--- config.mk ---
export PLATFORM = sky130hd
export DESIGN_NAME = pipeline_ctrl
export DESIGN_NICKNAME = d
export VERILOG_FILES = /design/src/rtl/pipeline_pkg.sv /design/src/rtl/sat_counter.sv /design/src/rtl/pipeline_ctrl.sv
export SDC_FILE = /design/constraint.sdc
export NUM_CORES = 1
export LEC_CHECK = 0
export ABC_AREA = 1
export BUFFER_PORTS_ARGS = -buffer_cell sky130_fd_sc_hd__buf_4
export CAP_MARGIN = 10
export CORE_MARGIN = 4
export CORE_UTILIZATION = 35
export CTS_CLUSTER_DIAMETER = 40
export DETAILED_ROUTE_END_ITERATION = 8
export GPL_ROUTABILITY_DRIVEN = 0
export PLACE_DENSITY_LB_ADDON = 0.3
export REMOVE_ABC_BUFFERS = 1
export SLEW_MARGIN = 20
export SYNTH_ARGS = -nofsm -noshare
export SYNTH_HDL_FRONTEND = slang
export SYNTH_SLANG_ARGS = --single-unit
--- constraint.sdc ---
create_clock -name clk -period 3.41 [get_ports clk]
set_input_delay 0.341 -clock clk [delete_from_list [all_inputs] [get_ports clk]]
set_output_delay 0.341 -clock clk [all_outputs]
set_load 0.01 [all_outputs]
--- src/rtl/pipeline_pkg.sv ---
// Shared types for the pipeline controller: state encoding and
// the per-state stage-enable decode.
package pipeline_pkg;

    typedef enum logic [2:0] {
        INIT     = 3'd0,
        WARMUP_1 = 3'd1,
        WARMUP_2 = 3'd2,
        WARMUP_3 = 3'd3,
        RUN      = 3'd4,
        PAUSE    = 3'd5,
        HALT     = 3'd6
    } pipeline_t;

    localparam int STALL_W_DEFAULT = 16;

    // Returns {fetch, decode, exec, write} enables.
    function automatic logic [3:0] stage_en(pipeline_t s);
        logic [3:0] en;
        en = 4'b0000;
        case (s)
            WARMUP_1: en = 4'b1000;
            WARMUP_2: en = 4'b1100;
            WARMUP_3: en = 4'b1110;
            RUN:      en = 4'b1111;
            default:  en = 4'b0000;
        endcase
        return en;
    endfunction

endpackage

--- src/rtl/sat_counter.sv ---
// Saturating up-counter with synchronous active-low clear.
module sat_counter #(
    parameter int WIDTH = 16
) (
    input  logic             clk,
    input  logic             rst,
    input  logic             inc,
    output logic [WIDTH-1:0] count
);

    logic [WIDTH-1:0] r_count;

    always_ff @(posedge clk) begin
        if (!rst) begin
            r_count <= '0;
        end else if (inc && (r_count != '1)) begin
            r_count <= r_count + WIDTH'(1);
        end
    end

    assign count = r_count;

endmodule

--- src/rtl/pipeline_ctrl.sv ---
// Pipeline sequencing FSM: warm-up fill, stall pause/resume,
// redirect refill with one-cycle flush, and absorbing halt.
module pipeline_ctrl
    import pipeline_pkg::*;
#(
    parameter int CNT_W = STALL_W_DEFAULT
) (
    input  logic             clk,
    input  logic             rst,
    input  logic             fetch_ready,
    input  logic             decode_ready,
    input  logic             exec_ready,
    input  logic             write_ready,
    input  logic             redirect,
    input  logic             halt,
    output logic             fetch_en,
    output logic             decode_en,
    output logic             exec_en,
    output logic             write_en,
    output logic             flush,
    output pipeline_t        state,
    output logic             halted,
    output logic [CNT_W-1:0] stall_cycles
);

    pipeline_t r_state;
    pipeline_t r_saved;
    logic      r_flush;

    pipeline_t w_next;
    pipeline_t w_saved_next;
    logic      w_all_ready;
    logic      w_redirect_ok;

    assign w_all_ready = fetch_ready & decode_ready
                       & exec_ready & write_ready;

    assign w_redirect_ok = redirect && w_all_ready && !halt
                        && ((r_state == WARMUP_3) || (r_state == RUN));

    always_ff @(posedge clk) begin
        if (!rst) begin
            r_state <= INIT;
            r_saved <= INIT;
            r_flush <= 1'b0;
        end else begin
            r_state <= w_next;
            r_saved <= w_saved_next;
            r_flush <= w_redirect_ok;
        end
    end

    always_comb begin
        w_next       = r_state;
        w_saved_next = r_saved;
        if (halt || (r_state == HALT)) begin
            w_next = HALT;
        end else if (!w_all_ready) begin
            w_next = PAUSE;
            // Keep the pre-stall state across a multi-cycle pause.
            if (r_state != PAUSE) begin
                w_saved_next = r_state;
            end
        end else if (w_redirect_ok) begin
            w_next = WARMUP_1;
        end else begin
            case (r_state)
                INIT:     w_next = WARMUP_1;
                WARMUP_1: w_next = WARMUP_2;
                WARMUP_2: w_next = WARMUP_3;
                WARMUP_3: w_next = RUN;
                RUN:      w_next = RUN;
                PAUSE:    w_next = r_saved;
                default:  w_next = INIT;
            endcase
        end
    end

    assign {fetch_en, decode_en, exec_en, write_en} = stage_en(r_state);

    assign flush  = r_flush;
    assign state  = r_state;
    assign halted = (r_state == HALT);

    sat_counter #(
        .WIDTH (CNT_W)
    ) u_stall_cnt (
        .clk   (clk),
        .rst   (rst),
        .inc   (r_state == PAUSE),
        .count (stall_cycles)
    );

endmodule

==> summary.md, run 1 <==
| Metric | Value |
|---|---|
| Outcome | `finished, final reports clean` |
| Top-count cell post-synth | `nand2_1` |
| Total GRT Usage | `13.1%` |
| CTS Hold Bufs | `0` |
| Hpwl dp | `between 2000 and 2500 um` |
| Row count | `21` |
| Synth area leader | `dfxtp_1` |
| Rel. slew slack | `between 60% and 70%` |
| Top delay family on crit path | `flip-flops` |
| Critical Path AT | `1.32 ns` |
| Initial antenna violation count | `0` |
| Storage cell area | `around 460 sq um` |
| Remaining DRCs | `0` |
| Ant diodes | `0` |
| Crit path largest cell delay | `between 0.4 and 0.5 ns` |
| Max cap viols | `0` |
| FFs w/ async S/R, synth | `0%` |
| Post-synth EDFFs | `0` |
| CTS max path bufs | `2` |
| CTS tree | `built` |
| DR vias/cell | `4.62` |
| P per Cell Area | `317 mW/mm^2` |
| Vias | `1266` |
| HP Start | `rst` |
| Setup crit start | `state[2]` |
| Largest net degree at the start of global routing | `17` |
| Vias in the first global route | `1089` |
| Reg2reg start | `u_stall_cnt.count[0]` |
| Crit path kind | `flop to output pin` |
| Die Ht | `approximately 69 um` |
| Seq/Total Area, Yosys | `35.8%` |
| # setup viols final | `0` |
| Boundary Pins | `33` |
| Unrepaired setup endpoints after global routing | `no` |
| TritonCTS Sinks | `23` |
| CTS H-tree depth | `1` |
| First-pass GRT wire length | `~4600 um` |
| Post-synthesis register bit count | `23` |
| CP max stage cell | `dfxtp_1` |
| Multi-input logic area | `just over 700 sq um` |
| Hold Fails Final Rpt | `0` |
| Finished Cell Area | `0.00161 sq mm` |
| Final ANT Viol Nets | `0` |
| Placed Area | `0.00156 sq mm` |
| Peak supply drop | `0.119 mV` |
| Syn_area_per_cell | `between 6 and 7 sq um` |
| Post-cts resize count | `0` |
| CTS Root Cell | `clkbuf_8` |
| Final period utilization | `48.6%` |
| Clock transition at path regs | `0.08 ns` |
| Initial core utilization | `between 30 and 40%` |
| Startpoint Class | `flop` |
| Insertion delay of the later-clocked pin in the worst-skew pair | `0.27 ns` |
| Hold WC Path Type | `input port to flop` |
| Cells after Synth | `195` |
| Max Slew Vio Count | `0` |
| Pre-antenna DRT Iters | `4` |
| Share of layout cells above drive strength 1 | `22.4%` |
| Filler cell count | `359` |
| Port-buffer cells | `32` |
| Total congestion overflow | `0` |
| Synth-to-layout area growth | `25.3%` |
| Syn. warnings | `0` |
| Layout Nets | `238` |
| CP endpoint kind | `output pin` |
| CTS buffer count | `3` |
| Final Skew | `about 0.0016 ns` |
| Core Region | `around 0.0034 sq mm` |
| Lkg Pwr | `0.000719 uW` |
| CP Cell Sequence | `inv_2 -> nand3_1 -> nand2_1 -> inv_1 -> o21ai_0 -> buf_4` |
| Worst Path Required | `3.07 ns` |
| Maximum clock frequency | `approximately 600 MHz` |
| Top_reg_cell synth | `dfxtp_1` |
| Buf/Inv on CP | `3` |
| Distinct cells, synth | `23` |
| Final wirelength | `2810 um` |
| Fin crit period | `1.66 ns` |
| Synthesized area | `0.00128 sq mm` |
| DR iter-0 viols | `60` |
| Commonest cells post-synth | `nand2_1 (63), nor2_1 (25), dfxtp_1 (23), inv_1 (18), a21oi_1 (15)` |
| Top post-synthesis cells by area | `dfxtp_1 (36%), nand2_1 (18%), nor2_1 (7.3%), a21oi_1 (5.8%), inv_1 (5.3%)` |
| Worst-Margin Slew | `between 0.4 and 0.5 ns` |
| Die X | `between 60 and 70 um` |
| Fin Setup TNS | `0 ns` |
| CP max FO | `6` |
| Post-CTS setup buffers | `0` |
| Mean routed wirelength per cell | `about 10 um` |
| DIE AREA | `0.00470 sq mm` |
| Top-area cell type share of the netlist area | `35.8%` |
## cells in the final DEF, fill, tap and decap left out
| cell | Yosys | final |
|---|---|---|
| nand2_1 | 63 | 63 |
| buf_4 | 0 | 32 |
| nor2_1 | 25 | 25 |
| dfxtp_1 | 23 | 23 |
| inv_1 | 18 | 18 |
| a21oi_1 | 15 | 15 |
| nand3_1 | 11 | 11 |
| o21ai_0 | 7 | 7 |
| nand4_1 | 4 | 4 |
| nor2_2 | 4 | 4 |
| xor2_1 | 4 | 4 |
| inv_2 | 3 | 3 |
| nand2_2 | 3 | 3 |
| clkbuf_8 | 0 | 3 |
| nor2_4 | 2 | 2 |
| xnor2_1 | 2 | 2 |
| nand3b_1 | 2 | 2 |
| nor2_8 | 1 | 1 |
| a22oi_1 | 1 | 1 |
| a31oi_1 | 1 | 1 |
| nand3_2 | 1 | 1 |
| o21ai_4 | 1 | 1 |
| ha_1 | 1 | 1 |
| clkinv_2 | 0 | 1 |
## logic make-up (layout without fill, tap and decap cells)
family | count (synthesis) | in the layout | synth area share, %
AO/OA/AOI/OAI | 25 | 25 | 10.9
AND/OR/NAND/NOR | 116 | 116 | 40.6
XOR/XNOR | 6 | 6 | 4.09
adder cells (fa/ha/maj) | 1 | 1 | 0.974
buffers and inverters | 24 | 57 | 7.59
flip-flops | 23 | 23 | 35.8
## area by class of cell
class,instances,share of cell area [%]
multi-input combinational,148,45.1
sequential,23,28.6
timing repair buffer,32,14.9
inverter,21,4.90
tap,46,3.57
clock buffer,3,2.56
clock inverter,1,0.311
## worst min-delay path, cell delays in order
cell and delay [ns]:
buf_4 0.15, nand2_1 0.07, nor2_1 0.03
## worst paths after layout
path | endpoint | slack, ns | cells past startpoint
worst max-delay path | decode_en | 1.75 | 6
worst min-delay path | u_stall_cnt.count[10] | 0.36 | 3
worst max register to register | u_stall_cnt.count[14] | 1.88 | 7
worst min register to register | r_saved[0] | 0.50 | 2
## registers in the layout, summed over array words and instances, names as in the netlist
name	count
flush	1
r_saved	3
u_stall_cnt.count	16
state	3
## metal layers
layer / share of wire [%] / wire length, um / track usage [%] / vias to the layer above
met5: 0 / 0 / 0 / -
met4: 1.6 / 44 / 5.96 / 0
met3: 6.5 / 182 / 2.43 / 4
met2: 45 / 1260 / 21.2 / 36
met1: 47 / 1320 / 16.6 / 543
li1: - / - / - / 683
## through the flow
stage          hold WS (ns)  total power (uW)  util, %  worst slack [ns]  cells
6_report              0.361               511     46.8              1.75    274
5_1_grt               0.364               538     46.8              1.61    274
4_1_cts               0.359               516     46.8              1.72    274
3_5_place_dp          0.479               347     45.4              1.88    270
3_3_place_gp          0.476               347     45.4              1.90    270
2_1_floorplan         0.455               320        -              1.97    192
## power breakdown
group	internal, uW	switching (uW)	leakage (uW)
clock	81.6	89.1	0.0000255
combinational	25.7	34.5	0.000506
sequential	274	5.77	0.000187
total	382	129	0.000719
Note: power is estimated with default switching activity, not from simulation.
==> run 2, diff against run 1 <==
clock period = 1.6 ns   (was 3.41 ns; I/O delays follow)
==> run 2 against run 1 <==
Via count up 4.3%. First-iteration DRC count up 12%. Largest cell class unchanged. Sequential cell count stayed put.
==> summary.md, run 2 (same netlist as run 1, synthesis figures left out) <==
| Metric | Value |
|---|---|
| Outcome | `finished, final reports clean` |
| Hpwl dp | `2340 um` |
| Final ANT Viol Nets | `0` |
| Hold Fails Final Rpt | `0` |
| Fin crit period | `1.48 ns` |
| P per Cell Area | `638 mW/mm^2` |
| CP max FO | `16` |
| Worst Path Required | `1.77 ns` |
| Filler cell count | `366` |
| DR vias/cell | `4.63` |
| Buf/Inv on CP | `1` |
| CP max stage cell | `dfxtp_1` |
| Synth-to-layout area growth | `33.5%` |
| Boundary Pins | `33` |
| Hold depth | `3` |
| Crit. path cell count | `9` |
| Initial core utilization | `37.3%` |
| Total GRT Usage | `13.9%` |
| Storage cell area | `462 sq um` |
| FF-to-FF path depth | `9` |
| DIE AREA | `0.00470 sq mm` |
| CTS Hold Bufs | `0` |
| Remaining DRCs | `0` |
| CP Cell Sequence | `ha_2 -> nand2_1 -> nor2_2 -> nand2_2 -> nor2_4 -> nor2_4 -> buf_12 -> a21oi_1 -> nor2_1` |
| Max cap viols | `0` |
| Maximum clock frequency | `a little under 700 MHz` |
| Critical Path AT | `about 1.6 ns` |
| Global-route met1 utilization | `17.9%` |
| CTS H-tree depth | `1` |
| Hold WC Path Type | `input port to flop` |
| Share of layout cells above drive strength 1 | `between 20% and 30%` |
| Clock transition at path regs | `approximately 0.090 ns` |
| Final Skew | `0.00714 ns` |
| Total congestion overflow | `0` |
| Row count | `21` |
| Final wirelength | `between 3000 and 4000 um` |
| Top delay family on crit path | `simple AND/OR/NAND/NOR gates` |
| M2 GR Usage | `23.5%` |
| TritonCTS Sinks | `23` |
| Vias | `1320` |
| Commonest non-fill, non-tap cell in the layout | `nand2_1` |
| Crit path largest cell delay | `0.34 ns` |
| Setup crit start | `u_stall_cnt.count[0]` |
| CTS tree | `built` |
| Number of flip-flops in the largest register | `16` |
| CP most frequent cell | `nor2_4` |
| Lkg Pwr | `roughly 0.00078 uW` |
| Layout Nets | `249` |
| Rel. slew slack | `69.8%` |
| Multi-input logic area | `approximately 740 sq um` |
| First-pass GRT wire length | `5020 um` |
| Ant diodes | `0` |
| Mean routed wirelength per cell | `10.7 um` |
| Unrepaired setup endpoints after global routing | `no` |
| Die Ht | `68.6 um` |
| Die X | `slightly below 70 um` |
| Final period utilization | `slightly above 90%` |
| Worst-Margin Slew | `0.453 ns` |
| Port-buffer cells | `32` |
| Crit path kind | `flop to flop` |
| Largest net degree at the start of global routing | `17` |
| Commonest non-fill, non-tap cells in the layout | `nand2_1 (63), buf_4 (41), nor2_1 (25)` |
| Initial antenna violation count | `0` |
| Gr busiest metal | `met2` |
| CTS buffer count | `3` |
| Layout Utilization | `49.8%` |
| GR Util met3 | `1.94%` |
| Insertion delay of the later-clocked pin in the worst-skew pair | `0.26 ns` |
| DR iter-0 viols | `between 60 and 70` |
| Fin Setup TNS | `0 ns` |
| HP Start | `rst` |
| Power Total | `1090 uW` |
| Pre-antenna DRT Iters | `4` |
| Vias in the first global route | `1163` |
| CTS Root Cell | `clkbuf_8` |
| Max Slew Vio Count | `0` |
| Peak supply drop | `around 0.36 mV` |
| Startpoint Class | `flop` |
| Core Region | `0.00344 sq mm` |
| CTS max path bufs | `2` |
| CP endpoint kind | `flop` |
| # setup viols final | `0` |
| Reg2reg start | `u_stall_cnt.count[0]` |
## run 2: through the flow
step | hold WS [ns] | instances | setup WS [ns] | cell area [sq um]
final | 0.183 | 285 | 0.124 | 1720
after floorplan | 0.280 | 192 | 0.155 | 1270
after global routing | 0.184 | 285 | 0.00744 | 1720
after global placement | 0.464 | 279 | 0.170 | 1630
after CTS | 0.176 | 283 | 0.102 | 1680
after detailed placement | 0.464 | 279 | 0.143 | 1630
## run 2: timing repair
action,in CTS,in global routing
resized for setup,0,3
setup buffers,0,1
setup endpoints to repair,0,7
## run 2: path summary, 6_finish.rpt
check                                              to  slack (ns)
worst min-delay path            u_stall_cnt.count[13]        0.18
worst min register to register             r_saved[1]        0.50
worst max-delay path            u_stall_cnt.count[15]        0.12
worst max register to register  u_stall_cnt.count[15]        0.12
## run 2: area by class of cell
type,instances,share of cell area (%)
multi-input combinational,149,43.3
inverter,21,4.60
timing repair buffer,42,19.1
clock inverter,1,0.292
sequential,23,26.9
tap,46,3.36
clock buffer,3,2.41
## run 2: power by group
part | internal (uW) | switching, uW | leakage, uW
sequential | 585 | 11.8 | 0.000187
clock | 174 | 186 | 0.0000255
combinational | 60.0 | 77.5 | 0.000563
## run 2: routing by layer
layer / vias up / share of wire [%]
met2: 32 / 47
met4: 0 / 1.5
li1: 707 / -
met5: - / 0
met3: 4 / 5.2
met1: 577 / 46
## run 2: worst reg2reg max path, stage by stage, from the launching register on
cell and delay, ns:
dfxtp_1 0.34, ha_2 0.20, nand2_1 0.07, nor2_2 0.13
nand2_2 0.14, nor2_4 0.15, nor2_4 0.05, buf_12 0.14
a21oi_1 0.12, nor2_1 0.05
==> run 3, diff against run 2 <==
ABC_AREA = unset   (was 1)
==> run 3 against run 2 <==
Clock-buffer cell count unchanged. Die area decreased by 4.0%. Clock skew decreased by 0.0034 ns. Non-clock buffer count increased by 17. Critical path depth decreased by 5. Final cell count decreased by 15%. Combinational power increased by 20%. First-iteration DRC count increased by 40%. Global-route usage increased by 1.5 points. Synthesized cell count decreased by 29%. Sequential cell count unchanged. Largest cell class unchanged. Largest power group unchanged.
==> summary.md, run 3 <==
| Metric | Value |
|---|---|
| Filler cell count | `between 300 and 400` |
| Reg2reg setup slack | `0.03 ns` |
| Sequential power share | `57.1%` |
| Rel. slew slack | `about three quarters` |
| Outcome | `finished, final reports clean` |
| Placed Area | `0.00167 sq mm` |
| Max cap viols | `0` |
| CP max FO | `7` |
| Clock transition at path regs | `0.14 ns` |
| Top post-synthesis cells by area | `dfxtp_1 (38%), a21oi_1 (6.1%), mux2i_1 (4.9%), o31ai_1 (4.3%), or4_1 (3.7%)` |
| FFs w/ async S/R, synth | `0%` |
| R2r endpoint | `u_stall_cnt.count[11]` |
| Vias in the first global route | `1263` |
| Syn. warnings | `0` |
| CTS H-tree depth | `1` |
| FF-to-FF path depth | `4` |
| Total congestion overflow | `0` |
| CP endpoint kind | `flop` |
| Seq/Total Area, Yosys | `37.6%` |
| Storage cell area | `about 470 sq um` |
| Combinational power share | `approximately 16%` |
| Routed wire length on met3 | `approximately 130 um` |
| Syn_area_per_cell | `between 8 and 9 sq um` |
| Hold Fails Final Rpt | `0` |
| Hpwl dp | `2490 um` |
| CTS Root Cell | `clkbuf_4` |
| Simple-gate portion of the synthesized area | `33.3%` |
| Maximum clock frequency | `~640 MHz` |
| DR iter-0 viols | `94` |
| Top-area cell type share of the netlist area | `~38%` |
| Reg2reg start | `state[1]` |
| Critical Path AT | `1.82 ns` |
| Post-synthesis register bit count | `23` |
| CTS max path bufs | `2` |
| Vias | `1299` |
| Lkg Pwr | `0.000768 uW` |
| P per Cell Area | `574 mW/mm^2` |
| Mean routed wirelength per cell | `around 14 um` |
| CTS buffer count | `3` |
| Peak supply drop | `0.328 mV` |
| Highest Signal Layer | `met4` |
| Crit path kind | `flop to flop` |
| First-pass GRT wire length | `5430 um` |
| Multi-input logic area | `771 sq um` |
| Initial core utilization | `36.5%` |
| Pint | `around 760 uW` |
| Number of flip-flops in the largest register | `16` |
| Commonest non-fill, non-tap cell in the layout | `buf_4` |
| Top_reg_cell synth | `dfxtp_1` |
| DR vias/cell | `5.39` |
| Synthesized area | `about 0.0012 sq mm` |
| Distinct cells, synth | `39` |
| Insertion delay of the later-clocked pin in the worst-skew pair | `0.31 ns` |
| Worst Setup EP | `u_stall_cnt.count[11]` |
| Finished Cell Area | `~0.0018 sq mm` |
| NetSw | `between 200 and 300 uW` |
| Commonest non-fill, non-tap cells in the layout | `buf_4 (55), dfxtp_1 (15), a21oi_1 (12)` |
| Remaining DRCs | `0` |
| Ant diodes | `0` |
| Fin crit period | `1.57 ns` |
| DIE AREA | `roughly 0.0045 sq mm` |
| Row count | `21` |
| Post-Synth Adder-Cell Area | `between 1 and 1.5%` |
| TritonCTS Sinks | `23` |
| Largest net degree at the start of global routing | `14` |
| Top-count cell post-synth | `dfxtp_1` |
| Main combinational cell family by area after synthesis | `simple AND/OR/NAND/NOR gates` |
| Final period utilization | `~98%` |
| Total GRT Usage | `15.4%` |
| Worst Path Required | `1.85 ns` |
| Die X | `67.2 um` |
| Synth Area in Compound Gates | `17.7%` |
| Xor/xnor share of the synthesized area | `0.714%` |
| Clock share of power | `a little over a quarter` |
| Post-synth EDFFs | `0` |
| Layout Nets | `205` |
| Setup crit start | `state[1]` |
| Unrepaired setup endpoints after global routing | `yes` |
| Initial antenna violation count | `0` |
| Synth-to-layout area growth | `47.4%` |
| Commonest cells post-synth | `dfxtp_1 (23), a21oi_1 (15), nand2_1 (9), o31ai_1 (7)` |
| Worst-Margin Slew | `0.346 ns` |
| Routed wl met2 | `1800 um` |
| Final ANT Viol Nets | `0` |
| HP Start | `halt` |
| Cells after Synth | `139` |
| Met1 Routed Length | `approximately 1400 um` |
| Hold WC Path Type | `input port to flop` |
| Max Slew Vio Count | `0` |
| Share of layout cells above drive strength 1 | `approximately 45%` |
| Die Ht | `67.2 um` |
| CTS tree | `built` |
| Final Skew | `0.00370 ns` |
| Synth area leader | `dfxtp_1` |
| Pre-antenna DRT Iters | `4` |
| Port-buffer cells | `32` |
| Post-synthesis mux area share | `4.90%` |
| Boundary Pins | `33` |
| Power Total | `1040 uW` |
| CTS Hold Bufs | `0` |
| Core Region | `0.00336 sq mm` |
| Final wirelength | `between 3000 and 4000 um` |
| # setup viols final | `0` |
| Startpoint Class | `flop` |
| Sw Ratio | `26.5%` |
[run 3: logic make-up after synthesis]
logic type | after synthesis
fa+ha+maj | 1
xor+xnor | 1
flops | 23
compound gates | 35
simple gates | 62
mux | 6
buf+inv | 11
[run 3: final cells by class]
type                            instances  area share (%)
Clock buffer                            3            1.25
Clock inverter                          1           0.277
Tap cell                               46            3.18
Inverter                                4           0.830
Sequential cell                        23            26.0
Timing Repair Buffer                   59            25.8
Multi-Input combinational cell        105            42.6
[run 3: worst min path at each step]
stage / cells past startpoint / endpoint
6_report: 2 / state[0]
5_1_grt: 2 / state[0]
2_1_floorplan: 1 / state[0]
3_3_place_gp: 2 / state[0]
4_1_cts: 2 / state[0]
3_5_place_dp: 2 / state[0]
[run 3: worst max-delay path, stage by stage, from the launching register on]
cell and delay, ns:
dfxtp_2 0.36, and3b_2 0.31, nand4_4 0.16, or4_4 0.54
a21oi_2 0.14
[run 3: power groups by stage]
stage | Clock [uW] | Combinational [uW] | Sequential [uW]
detailed placement | 0 | 147 | 602
global route | 316 | 180 | 595
floorplan | 0 | 60.7 | 610
global placement | 0 | 144 | 601
finish | 281 | 165 | 592
CTS | 292 | 151 | 589
[run 3: repair_timing]
action | 4_1_cts | 5_1_grt
setup buffers | 0 | 3
pin swaps | 1 | 3
endpoints found under the setup margin | 14 | 15
gates resized for setup | 7 | 20
[run 3: metal layers]
metal | vias to the layer above | global-route usage, %
met5 | - | 0
met4 | 0 | 5.57
met3 | 4 | 3.16
met2 | 26 | 29.3
met1 | 626 | 16.7
li1 | 643 | -
[run 3: through the flow]
| step | utilization, % | setup WS, ns | hold WS (ns) | setup TNS, ns | std cells |
|---|---|---|---|---|---|
| final | 53.8 | 0.0331 | 0.0262 | 0 | 241 |
| after floorplan | - | -0.155 | 0.237 | -1.58 | 132 |
| after CTS | 51.2 | 0.00636 | 0.0250 | 0 | 238 |
| after global placement | 49.7 | 0.0145 | 0.367 | 0 | 234 |
| after detailed placement | 49.7 | -0.0562 | 0.377 | -0.448 | 234 |
| after global routing | 53.8 | -0.0293 | 0.0190 | -0.0820 | 241 |
